[src/rtl/id_stage_regd.sv]
// id_stage_regd -- decode stage of the ARM-subset 5-stage pipeline.
//
// Holds the register file, the condition check, the control decode and the
// ID/EXE pipeline register. The WB stage writes back through wb_*. A hazard,
// a flush or an empty IF/ID slot turns the EXE slot into a bubble. An
// instruction whose condition fails still occupies the EXE slot, but all of
// its controls are cleared, so it retires as a NOP.
//
// Optional build macro: ID_WB_BYPASS_EN. When it is defined, a same-cycle
// writeback to a source register is forwarded into val_rn/val_rm. When it is
// undefined, those reads return the pre-write register contents.
//
// Ports:
//   clk, rst            clock; synchronous active-high reset
//   in_valid            IF/ID slot holds a real instruction
//   instruction, pc_in  instruction and its PC from IF/ID
//   hazard, flush       stall request / branch-taken kill (both give a bubble)
//   wb_en/dest/value    register file writeback port
//   sr                  status flags {N,Z,C,V}
//   src1, src2, two_src combinational source-register info for the hazard unit
//   out_*, controls,    registered ID/EXE fields (1-cycle latency)
//   operands, fields
module id_stage_regd #(
   parameter int DATA_W   = 32,
   parameter int NUM_REGS = 15,
   parameter int RA_W     = 4
) (
   input  logic              clk,
   input  logic              rst,
   input  logic              in_valid,
   input  logic [31:0]       instruction,
   input  logic [DATA_W-1:0] pc_in,
   input  logic              hazard,
   input  logic              flush,
   input  logic              wb_en,
   input  logic [RA_W-1:0]   wb_dest,
   input  logic [DATA_W-1:0] wb_value,
   input  logic [3:0]        sr,
   output logic [RA_W-1:0]   src1,
   output logic [RA_W-1:0]   src2,
   output logic              two_src,
   output logic              out_valid,
   output logic [DATA_W-1:0] out_pc,
   output logic              wb_en_o,
   output logic              mem_r_en,
   output logic              mem_w_en,
   output logic              b,
   output logic              s,
   output logic [3:0]        exe_cmd,
   output logic [DATA_W-1:0] val_rn,
   output logic [DATA_W-1:0] val_rm,
   output logic              imm,
   output logic [11:0]       shift_operand,
   output logic [23:0]       signed_imm_24,
   output logic [RA_W-1:0]   dest
);

   logic [DATA_W-1:0] rf_reg [NUM_REGS];
   logic [DATA_W-1:0] rn_val, rm_val;
   logic [1:0]        mode;
   logic [3:0]        opcode;
   logic              s_bit, is_str, cond_ok;
   logic              d_wb, d_mr, d_mw, d_b, d_s;
   logic [3:0]        d_cmd;

   assign mode    = instruction[27:26];
   assign opcode  = instruction[24:21];
   assign s_bit   = instruction[20];
   assign is_str  = (mode == 2'b01) && !s_bit;
   assign src1    = instruction[19:16];
   assign src2    = is_str ? instruction[15:12] : instruction[3:0];
   assign two_src = !instruction[25] || is_str;

   // Register file. Reset loads each register with its own index. Writes to
   // addresses past the last register fall through the loop and are dropped.
   always_ff @(posedge clk) begin
      if (rst) begin
         for (int i = 0; i < NUM_REGS; i++) rf_reg[i] <= DATA_W'(i);
      end else if (wb_en) begin
         for (int i = 0; i < NUM_REGS; i++)
            if (int'(wb_dest) == i) rf_reg[i] <= wb_value;
      end
   end

   // Operand reads. Addresses past the last register read as 0.
   always_comb begin
      rn_val = '0;
      rm_val = '0;
      if (int'(src1) < NUM_REGS) rn_val = rf_reg[src1];
      if (int'(src2) < NUM_REGS) rm_val = rf_reg[src2];
`ifdef ID_WB_BYPASS_EN
      if (wb_en && wb_dest == src1 && int'(src1) < NUM_REGS) rn_val = wb_value;
      if (wb_en && wb_dest == src2 && int'(src2) < NUM_REGS) rm_val = wb_value;
`endif
   end

   // Condition check against {N,Z,C,V}.
   always_comb begin
      cond_ok = 1'b0;
      case (instruction[31:28])
         4'h0: cond_ok = sr[2];
         4'h1: cond_ok = !sr[2];
         4'h2: cond_ok = sr[1];
         4'h3: cond_ok = !sr[1];
         4'h4: cond_ok = sr[3];
         4'h5: cond_ok = !sr[3];
         4'h6: cond_ok = sr[0];
         4'h7: cond_ok = !sr[0];
         4'h8: cond_ok = sr[1] && !sr[2];
         4'h9: cond_ok = !sr[1] || sr[2];
         4'hA: cond_ok = sr[3] == sr[0];
         4'hB: cond_ok = sr[3] != sr[0];
         4'hC: cond_ok = !sr[2] && (sr[3] == sr[0]);
         4'hD: cond_ok = sr[2] || (sr[3] != sr[0]);
         4'hE: cond_ok = 1'b1;
         default: cond_ok = 1'b0;
      endcase
   end

   // Control decode. Unlisted mode/opcode combinations leave every control 0.
   always_comb begin
      d_wb  = 1'b0;
      d_mr  = 1'b0;
      d_mw  = 1'b0;
      d_b   = 1'b0;
      d_s   = 1'b0;
      d_cmd = 4'h0;
      case (mode)
         2'b00: begin
            d_wb = 1'b1;
            d_s  = s_bit;
            case (opcode)
               4'b1101: d_cmd = 4'b0001;
               4'b1111: d_cmd = 4'b1001;
               4'b0100: d_cmd = 4'b0010;
               4'b0101: d_cmd = 4'b0011;
               4'b0010: d_cmd = 4'b0100;
               4'b0110: d_cmd = 4'b0101;
               4'b0000: d_cmd = 4'b0110;
               4'b1100: d_cmd = 4'b0111;
               4'b0001: d_cmd = 4'b1000;
               // Compares update the flags only and never write a register.
               4'b1010: begin d_cmd = 4'b0100; d_wb = 1'b0; d_s = 1'b1; end
               4'b1000: begin d_cmd = 4'b0110; d_wb = 1'b0; d_s = 1'b1; end
               default: begin d_wb = 1'b0; d_s = 1'b0; end
            endcase
         end
         2'b01: begin
            d_cmd = 4'b0010;
            d_mr  = s_bit;
            d_wb  = s_bit;
            d_mw  = !s_bit;
         end
         2'b10: d_b = 1'b1;
         default: ;
      endcase
   end

   // ID/EXE register. A kill (reset, flush, hazard or empty slot) clears
   // everything. A failed condition keeps the slot valid but clears the
   // controls.
   always_ff @(posedge clk) begin
      if (rst || flush || hazard || !in_valid) begin
         out_valid     <= 1'b0;
         out_pc        <= '0;
         wb_en_o       <= 1'b0;
         mem_r_en      <= 1'b0;
         mem_w_en      <= 1'b0;
         b             <= 1'b0;
         s             <= 1'b0;
         exe_cmd       <= 4'h0;
         val_rn        <= '0;
         val_rm        <= '0;
         imm           <= 1'b0;
         shift_operand <= '0;
         signed_imm_24 <= '0;
         dest          <= '0;
      end else begin
         out_valid     <= 1'b1;
         out_pc        <= pc_in;
         wb_en_o       <= cond_ok && d_wb;
         mem_r_en      <= cond_ok && d_mr;
         mem_w_en      <= cond_ok && d_mw;
         b             <= cond_ok && d_b;
         s             <= cond_ok && d_s;
         exe_cmd       <= cond_ok ? d_cmd : 4'h0;
         val_rn        <= rn_val;
         val_rm        <= rm_val;
         imm           <= instruction[25];
         shift_operand <= instruction[11:0];
         signed_imm_24 <= instruction[23:0];
         dest          <= instruction[15:12];
      end
   end

endmodule
[config.mk]
export PLATFORM = sky130hd
export DESIGN_NAME = id_stage_regd
export DESIGN_NICKNAME = d
export VERILOG_FILES = /design/src/rtl/id_stage_regd.sv
export SDC_FILE = /design/constraint.sdc
export NUM_CORES = 1
export LEC_CHECK = 0
export ABC_AREA = 1
export BUFFER_PORTS_ARGS = -buffer_cell sky130_fd_sc_hd__buf_2
export CAP_MARGIN = 40
export CORE_ASPECT_RATIO = 0.6
export CORE_UTILIZATION = 32
export CTS_CLUSTER_DIAMETER = 30
export DETAILED_ROUTE_END_ITERATION = 12
export SLEW_MARGIN = 20
export SYNTH_ARGS = -nofsm -noshare
export SYNTH_HDL_FRONTEND = slang
export SYNTH_SLANG_ARGS = --single-unit
[constraint.sdc]
create_clock -name clk -period 4.24 [get_ports clk]
set_clock_uncertainty 0.1 [all_clocks]
set_input_delay 0.424 -clock clk [delete_from_list [all_inputs] [get_ports clk]]
set_output_delay 0.424 -clock clk [all_outputs]
set_load 0.05 [all_outputs]
# Yosys cells after proc, flatten, opt, wreduce, memory -nomap -nowiden

Memories as Yosys holds them, arrays and structs flattened. A register that Yosys moved wholly into a read port is not among the register bits.
Index checks and enable logic that the tools add are counted.

Memories: 1
Memory bits (writable): 480
Flip-flop bits (word level): 83
Output and inout bits: 156
Word-level logic and storage cells: 196

Multiplexer cells: 89
Order comparisons: 2
Equality and inequality tests: 42
Reduce and logical (&&, ||, !) cells: 32
Bitwise logic cells: 18

Memories:

| name   | depth | bits a word | read ports | clocked after Yosys merged registers in | wr ports | RTL line | text |
|---|---|---|---|---|---|---|---|
| rf_reg | 15    | 32          | 2          | 2                                       | 15       | 58       | `logic [DATA_W-1:0] rf_reg [NUM_REGS];` |

Operator list:

| operator                                             | count |
|---|---|
| 2-to-1 mux 32 bit                                    | 15 |
| equality test 4 bit (second input constant)          | 20 |
| 2-to-1 mux 1 bit                                     | 68 |
| equality test 4 x 3 -> 1 bit (second input constant) | 11 |
| one-hot mux 4 bit (9 select lines)                   | 1 |
| equality test 4 x 2 -> 1 bit (second input constant) | 5 |
| OR 1 bit                                             | 15 |
| one-hot mux 1 bit (15 select lines)                  | 1 |
| logical NOT 4 bit                                    | 3 |
| OR reduction 2 bit                                   | 6 |
| OR reduction 9 bit                                   | 1 |
| equality test 4 x 1 -> 1 bit (second input constant) | 2 |
| logical AND 1 bit                                    | 8 |
| less-than comparator 4 bit (second input constant)   | 2 |
| one-hot mux 4 bit (2 select lines)                   | 1 |
| logical NOT 1 bit                                    | 7 |
| logical OR 1 bit                                     | 6 |
| 2-to-1 mux 4 bit                                     | 1 |
| one-hot mux 1 bit (2 select lines)                   | 2 |
| inverter 1 bit                                       | 3 |
| equality test 2 x 1 -> 1 bit (second input constant) | 1 |
| equality test 2 bit (second input constant)          | 1 |
| logical NOT 2 bit                                    | 1 |
| equality test 1 bit                                  | 1 |
| inequality test 1 bit                                | 1 |

# Depth between registers and ports, before layout

Gate-level depths: netlist of run 1.

Word-level depth: 6
Depth in mapped cells: 13
Depth with buffers taken out: 11

# Least setup slack after synthesis of run 1

No wires, ideal clock.

Path type: in2reg
Start: input wb_dest[1]
End: memory rf_reg[12][0], enable pin
Path buffers: 0
Stages on the path: 3
Setup slack: 708 ps
Arrival time: 2966 ps
Cell sequence: nor2_1 -> nand2_1 -> o21ai_0

RTL lines:

| element            | RTL line | text |
|---|---|---|
| start: declaration | 36       | `input logic [RA_W-1:0] wb_dest,` |
| end: declaration   | 58       |  |

# Final worst setup path of run 1

Start: input instruction[20]
End: output src2[2]

Cells in the longest elaborated chain, start to end: 3

Ends and longest elaborated chain:

| element            | RTL line | text |
|---|---|---|
| start: declaration | 31       | `input logic [31:0] instruction,` |
| logical NOT 1 bit  | 69       | `assign is_str = (mode == 2'b01) && !s_bit;` |
| logical AND 1 bit  | 69       |  |
| 2-to-1 mux 4 bit   | 71       | `assign src2 = is_str ? instruction[15:12] : instruction[3:0];` |
| end: declaration   | 40       | `output logic [RA_W-1:0] src2,` |

No other way between the ends.

==> results_dict.tcl, run 1 <==
set metrics [dict create \
    clockBufferDepth 3 \
    critPathMaxStageDelay_ps 560 \
    combPwrFrac_pct 12.1 \
    hold_class "in -> reg" \
    fillCellCount 9310 \
    core_area_um2 94400 \
    ys_warn_count 0 \
    reg2reg_to "val_rn[2]" \
    synth_area_leaders "edfxtp_1 (47%), nand2_1 (9.1%), dfxtp_1 (8.6%)" \
    synth.distinct_cells 31 \
    num_vias 28100 \
    worstPathMaxFanout 24 \
    netlist_instances 3695 \
    hp-start "wb_value[20]" \
    fmax_mhz 283 \
    fin_tns_setup_ps 0 \
    period_share_pct 83.4 \
    die_h_um 242 \
    critical_path_buf_inv_count 5 \
    wl_per_cell_um 22.2 \
    drive_gt1_share_pct 14.2 \
    clock_latency_ps 700 \
    start_util_pct 32.4 \
    crit_path_end_kind "output port" \
    portBuffers 265 \
    ys_seq_elements 611 \
    multiInputGateArea_um2 10700 \
    yosysTopAreaCell "edfxtp_1" \
    yosysTopAreaCellShare_pct 47.1 \
    ios 266 \
    htree_levels 3 \
    synth_nets 3805 \
    register_area_um2 17000 \
    first_global_vias 26000 \
    grt_pass1_wl_um 171000 \
    cp-start-kind "input pin" \
    path_common_cell "buf_2" \
    setup_viol 0 \
    detail-route-antenna-nets 0 \
    clock_power_share_pct 49.1 \
    p_seq_share_pct 38.8 \
    layout_common_cells "nand2_1 (733), nand3_1 (498), nor2_1 (483)" \
    peakVddDrop_mv 0.298 \
    dp_hpwl_um 67900 \
    firstDrtPassIters 6 \
    mostFrequentLayoutCell "nand2_1" \
    slew-limit-headroom_pct 22.6 \
    grt_antenna_before_repair 2 \
    tritoncts "built" \
    internal-power_mw 12.9 \
    syn-mean-instance-area_um2 8.29 \
    largest_reg_flops 480 \
    min_delay_worst_endpoint "rf_reg[12][20]" \
    ff2ff_path_depth 6 \
    power_leakage_nw 16.4 \
    synth-edff-count 480 \
    synth_area_um2 30600 \
    gr-total-overflow 0 \
    r2r_slack_ps 2690 \
    p_switching_mw 5.02 \
    ys.flop_type "edfxtp_1" \
    worst_ep_required_time_ps 3720 \
    grt_use_met3_pct 5.62 \
    post-route-drc-count 0 \
    critPathSlowestCell "inv_2" \
    critPathLaunch "instruction[20]" \
    clkTransAtPathRegs_ps 50 \
    root_buffer "clkbuf_16" \
    timing.hold.ws_ps 34.5 \
    die_area_um2 97000 \
    viasPerCell 5.31 \
    crit_type "in -> out" \
    numCtsBuffers 110 \
    min_period_ps 3540 \
    drtIter0Drc 3997 \
    tightest_slew_ps 1160 \
    place_congestion 0.850 \
    use_met1_pct 34.6 \
    area_growth_pct 23.7 \
    dieWidth_um 401 \
    met2_usage_pct 33.4 \
    synth-seq-area-share_pct 55.6 \
    regToRegStartpoint "rf_reg[5][2]" \
    cp_top_family "buffers and inverters" \
    maxCapViolCount 0 \
    rows 87 \
    pwr_density_cell_nw_per_um2 474 \
    hold_path_depth 3 \
    cp_cell_sequence "dlygate4sd3_1 -> buf_2 -> inv_1 -> nand3_2 -> nand2_1 -> o21ai_4 -> inv_2 -> buf_2" \
    hold_viol_final 0 \
    top_usage_layer "met1" \
    grt_max_degree 169 \
    swShare_pct 28.0 \
    outcome "finished, final reports clean" \
    grt_setup_unrepaired "no" \
    cts_num_sinks 611 \
    drv_slew 0 \
    cp.arrival_ps 3010 \
    async_flop_share_pct 0 \
    track_usage_pct 23.5 \
    wl_um 118000 \
    nNetsFinal 4057 \
]
==> final cells by class <==
cell class	instances	share of cell area, %
clock inverters	82	2.29
clock buffers	127	7.46
well taps	1246	4.12
inverters	497	4.95
diodes	1	0.00661
repair buffers	414	7.97
flip-flops and latches	611	45.0
multi-input cells	2313	28.2
==> cells in the mapped netlist (2+ instances only) <==
library cell and number:
a31oi_1 10, inv_2 7, o21ai_2 4, nand3b_1 77, clkinv_1 31, clkbuf_1 187, o21ai_0 182, edfxtp_1 480
o211ai_1 72, o22ai_1 9, dfxtp_1 131, a32oi_1 12, buf_4 22, nor2_1 483, inv_1 459, a21oi_1 195
nand4_1 2, buf_1 24, nor3_1 15, nand2_1 745, buf_2 40, nand3_1 499
==> cells by family (layout without fill, tap and decap cells) <==
| family | Yosys count | count (layout) | share of synthesized area (%) |
|---|---|---|---|
| simple gates | 1823 | 1823 | 25.4 |
| buf+inv | 771 | 1120 | 9.91 |
| flops | 611 | 611 | 55.6 |
| compound gates | 489 | 489 | 8.97 |
| xor+xnor | 1 | 1 | 0.0286 |
| other cells | 0 | 1 | 0 |
==> worst reg2reg max path, cell delays in order (launching register included) <==
cell	delay (ps)
edfxtp_1	380
a21oi_1	140
o21ai_0	110
nand3_1	120
nand2_1	50
a31oi_1	340
nor3_1	170
==> power by group through the flow <==
stage,Clock [mW],Combinational (mW),Sequential [mW]
after global placement,0,2.03,7.07
final,8.81,2.17,6.97
after CTS,8.89,2.11,6.96
after detailed placement,0,2.06,7.08
after global routing,9.15,2.33,7.00
after floorplan,0,1.22,7.13
==> layer usage <==
layer	wire, µm	part of all wire (%)
met1	50900	43
met2	48400	41
met3	15000	13
met4	3300	2.8
met5	0	0
==> how the worst max path moves through the flow <==
| stage | depth (start not counted) | end | slack, ps |
|---|---|---|---|
| final | 8 | src2[2] | 700 |
| after floorplan | 3 | rf_reg[12][0] | 710 |
| after detailed placement | 9 | val_rm[2] | 1040 |
| after global placement | 8 | rf_reg[9][22] | 930 |
| after CTS | 7 | src2[1] | 610 |
| after global routing | 8 | src2[2] | 560 |
==> repair_timing <==
| action | CTS | global route |
|---|---|---|
| gates resized for setup | 0 | 0 |
| hold buffers | 60 | 0 |
| endpoints found under the hold margin | 68 | 0 |
| buffers inserted | 0 | 0 |
==> per-stage QoR <==
step | power [mW] | util [%] | worst slack, ps | cell area, µm² | instances
floorplan | 8.35 | - | 708 | 30600 | 3695
global placement | 9.10 | 35.4 | 929 | 33400 | 5013
detailed placement | 9.13 | 35.5 | 1040 | 33500 | 5019
CTS | 18.0 | 40.1 | 609 | 37800 | 5288
global route | 18.5 | 40.1 | 559 | 37900 | 5290
finish | 17.9 | 40.1 | 702 | 37900 | 5291
(Power assumes the default switching activity.)
==> run 2, diff against run 1 <==
- clock period: 4.24 -> 3.4 ns (I/O delays scaled with it)
==> results_dict.tcl, run 2 (synthesis results as in run 1) <==
set metrics [dict create \
    rows 87 \
    start_util_pct 32.4 \
    root_buffer "clkbuf_16" \
    hold_class "in -> reg" \
    critPathSlowestCell "o21ai_4" \
    crit_type "in -> out" \
    largest_reg_flops 480 \
    detail-route-antenna-nets 0 \
    slew-limit-headroom_pct 28.0 \
    tritoncts "built" \
    crit_path_end_kind "output port" \
    wl_um 117000 \
    fmax_mhz 304 \
    die_area_um2 97000 \
    clkTransAtPathRegs_ps 50 \
    drive_gt1_share_pct 14.6 \
    grt_setup_unrepaired "no" \
    instances_no_fill 5339 \
    period_share_pct 96.7 \
    die_h_um 242 \
    track_usage_pct 23.6 \
    critical_path_buf_inv_count 5 \
    drtIter0Drc 4212 \
    maxCapViolCount 0 \
    power_leakage_nw 16.7 \
    dp_hpwl_um 69000 \
    pwr_density_cell_nw_per_um2 608 \
    viasPerCell 5.28 \
    grt_max_degree 169 \
    portBuffers 265 \
    cts_num_sinks 611 \
    dieWidth_um 401 \
    clock_latency_ps 720 \
    worstPathMaxFanout 47 \
    post-route-drc-count 0 \
    grt_pass1_wl_um 171000 \
    place_congestion 0.874 \
    cp_cell_sequence "dlygate4sd3_1 -> buf_2 -> inv_1 -> nand3_2 -> o21ai_4 -> buf_12 -> buf_2" \
    wl_per_cell_um 22.0 \
    setup_viol 0 \
    fillCellCount 9265 \
    hold_viol_final 0 \
    cp.arrival_ps 2850 \
    clockBufferDepth 3 \
    placed_cells 5033 \
    cp_top_family "buffers and inverters" \
    path_common_cell "buf_2" \
    critPathMaxStageDelay_ps 570 \
    first_global_vias 26100 \
    mostFrequentLayoutCell "nand2_1" \
    numCtsBuffers 115 \
    num_vias 28200 \
    ios 266 \
    outcome "finished, final reports clean" \
    firstDrtPassIters 6 \
    area_growth_pct 25.5 \
    tightest_slew_ps 1080 \
    worst_ep_required_time_ps 2960 \
    drv_slew 0 \
    peakVddDrop_mv 0.401 \
    htree_levels 3 \
    grt_antenna_before_repair 5 \
    core_area_um2 94400 \
    nNetsFinal 4098 \
    fin_tns_setup_ps 0 \
    layout_common_cells "nand2_1 (733), nand3_1 (498), nor2_1 (483)" \
    gr-total-overflow 0 \
    cp-start-kind "input pin" \
    min_period_ps 3290 \
]
==> run 2: tightest hold or removal path: stages <==
cell	delay, ps
buf_2	90
inv_1	110
nor2_1	120
==> run 2: cell type report <==
cell class                      instances  area, µm²  share of cell area [%]
Clock buffer                          133       3030                    7.88
Sequential cell                       611      17000                    44.3
Antenna cell                            2       5.00                  0.0130
Tap cell                             1246       1560                    4.06
Multi-Input combinational cell       2313      10700                    27.8
Timing Repair Buffer                  450       3210                    8.34
Clock inverter                         87       1030                    2.68
Inverter                              497       1870                    4.87
==> run 2: final timing paths <==
kind / depth (start not counted) / startpoint / end / slack [ps]
max reg2reg: 7 / rf_reg[12][11] / val_rn[11] / 1830
max: 7 / instruction[20] / src2[1] / 110
min: 3 / wb_value[14] / rf_reg[10][14] / 50
min reg2reg: 6 / rf_reg[14][10] / val_rm[10] / 600
==> run 2: routing by layer <==
metal	wire length [µm]	track usage, %	vias to the layer above
li1	-	-	12800
met1	50800	34.8	13200
met2	46700	32.3	1978
met3	16700	7.50	232
met4	3100	7.48	4
met5	26	0	-
==> run 2: per-stage QoR <==
step	hold WS, ps	instance area, µm²	utilization (%)	setup slack, ps	power, mW
finish	45.4	38400	40.7	112	23.4
global route	22.9	38400	40.7	43.0	24.1
CTS	7.32	38400	40.7	152	23.4
detailed placement	458	33500	35.5	621	11.4
global placement	452	33500	35.5	617	11.4
floorplan	352	30600	-	22.4	10.4
==> run 2: what timing repair did <==
| item | CTS | global route |
|---|---|---|
| buffers inserted | 0 | 2 |
| resized for setup | 0 | 1 |
| endpoints found under the hold margin | 153 | 0 |
| hold buffers | 82 | 0 |
| setup endpoints to repair | 0 | 2 |
==> run 2: where the power goes <==
part           internal [mW]  total, mW  switching (mW)
combinational          0.782       2.71            1.93
sequential              8.52       8.69           0.170
clock                   7.72       12.0            4.26
total                   17.0       23.4            6.35
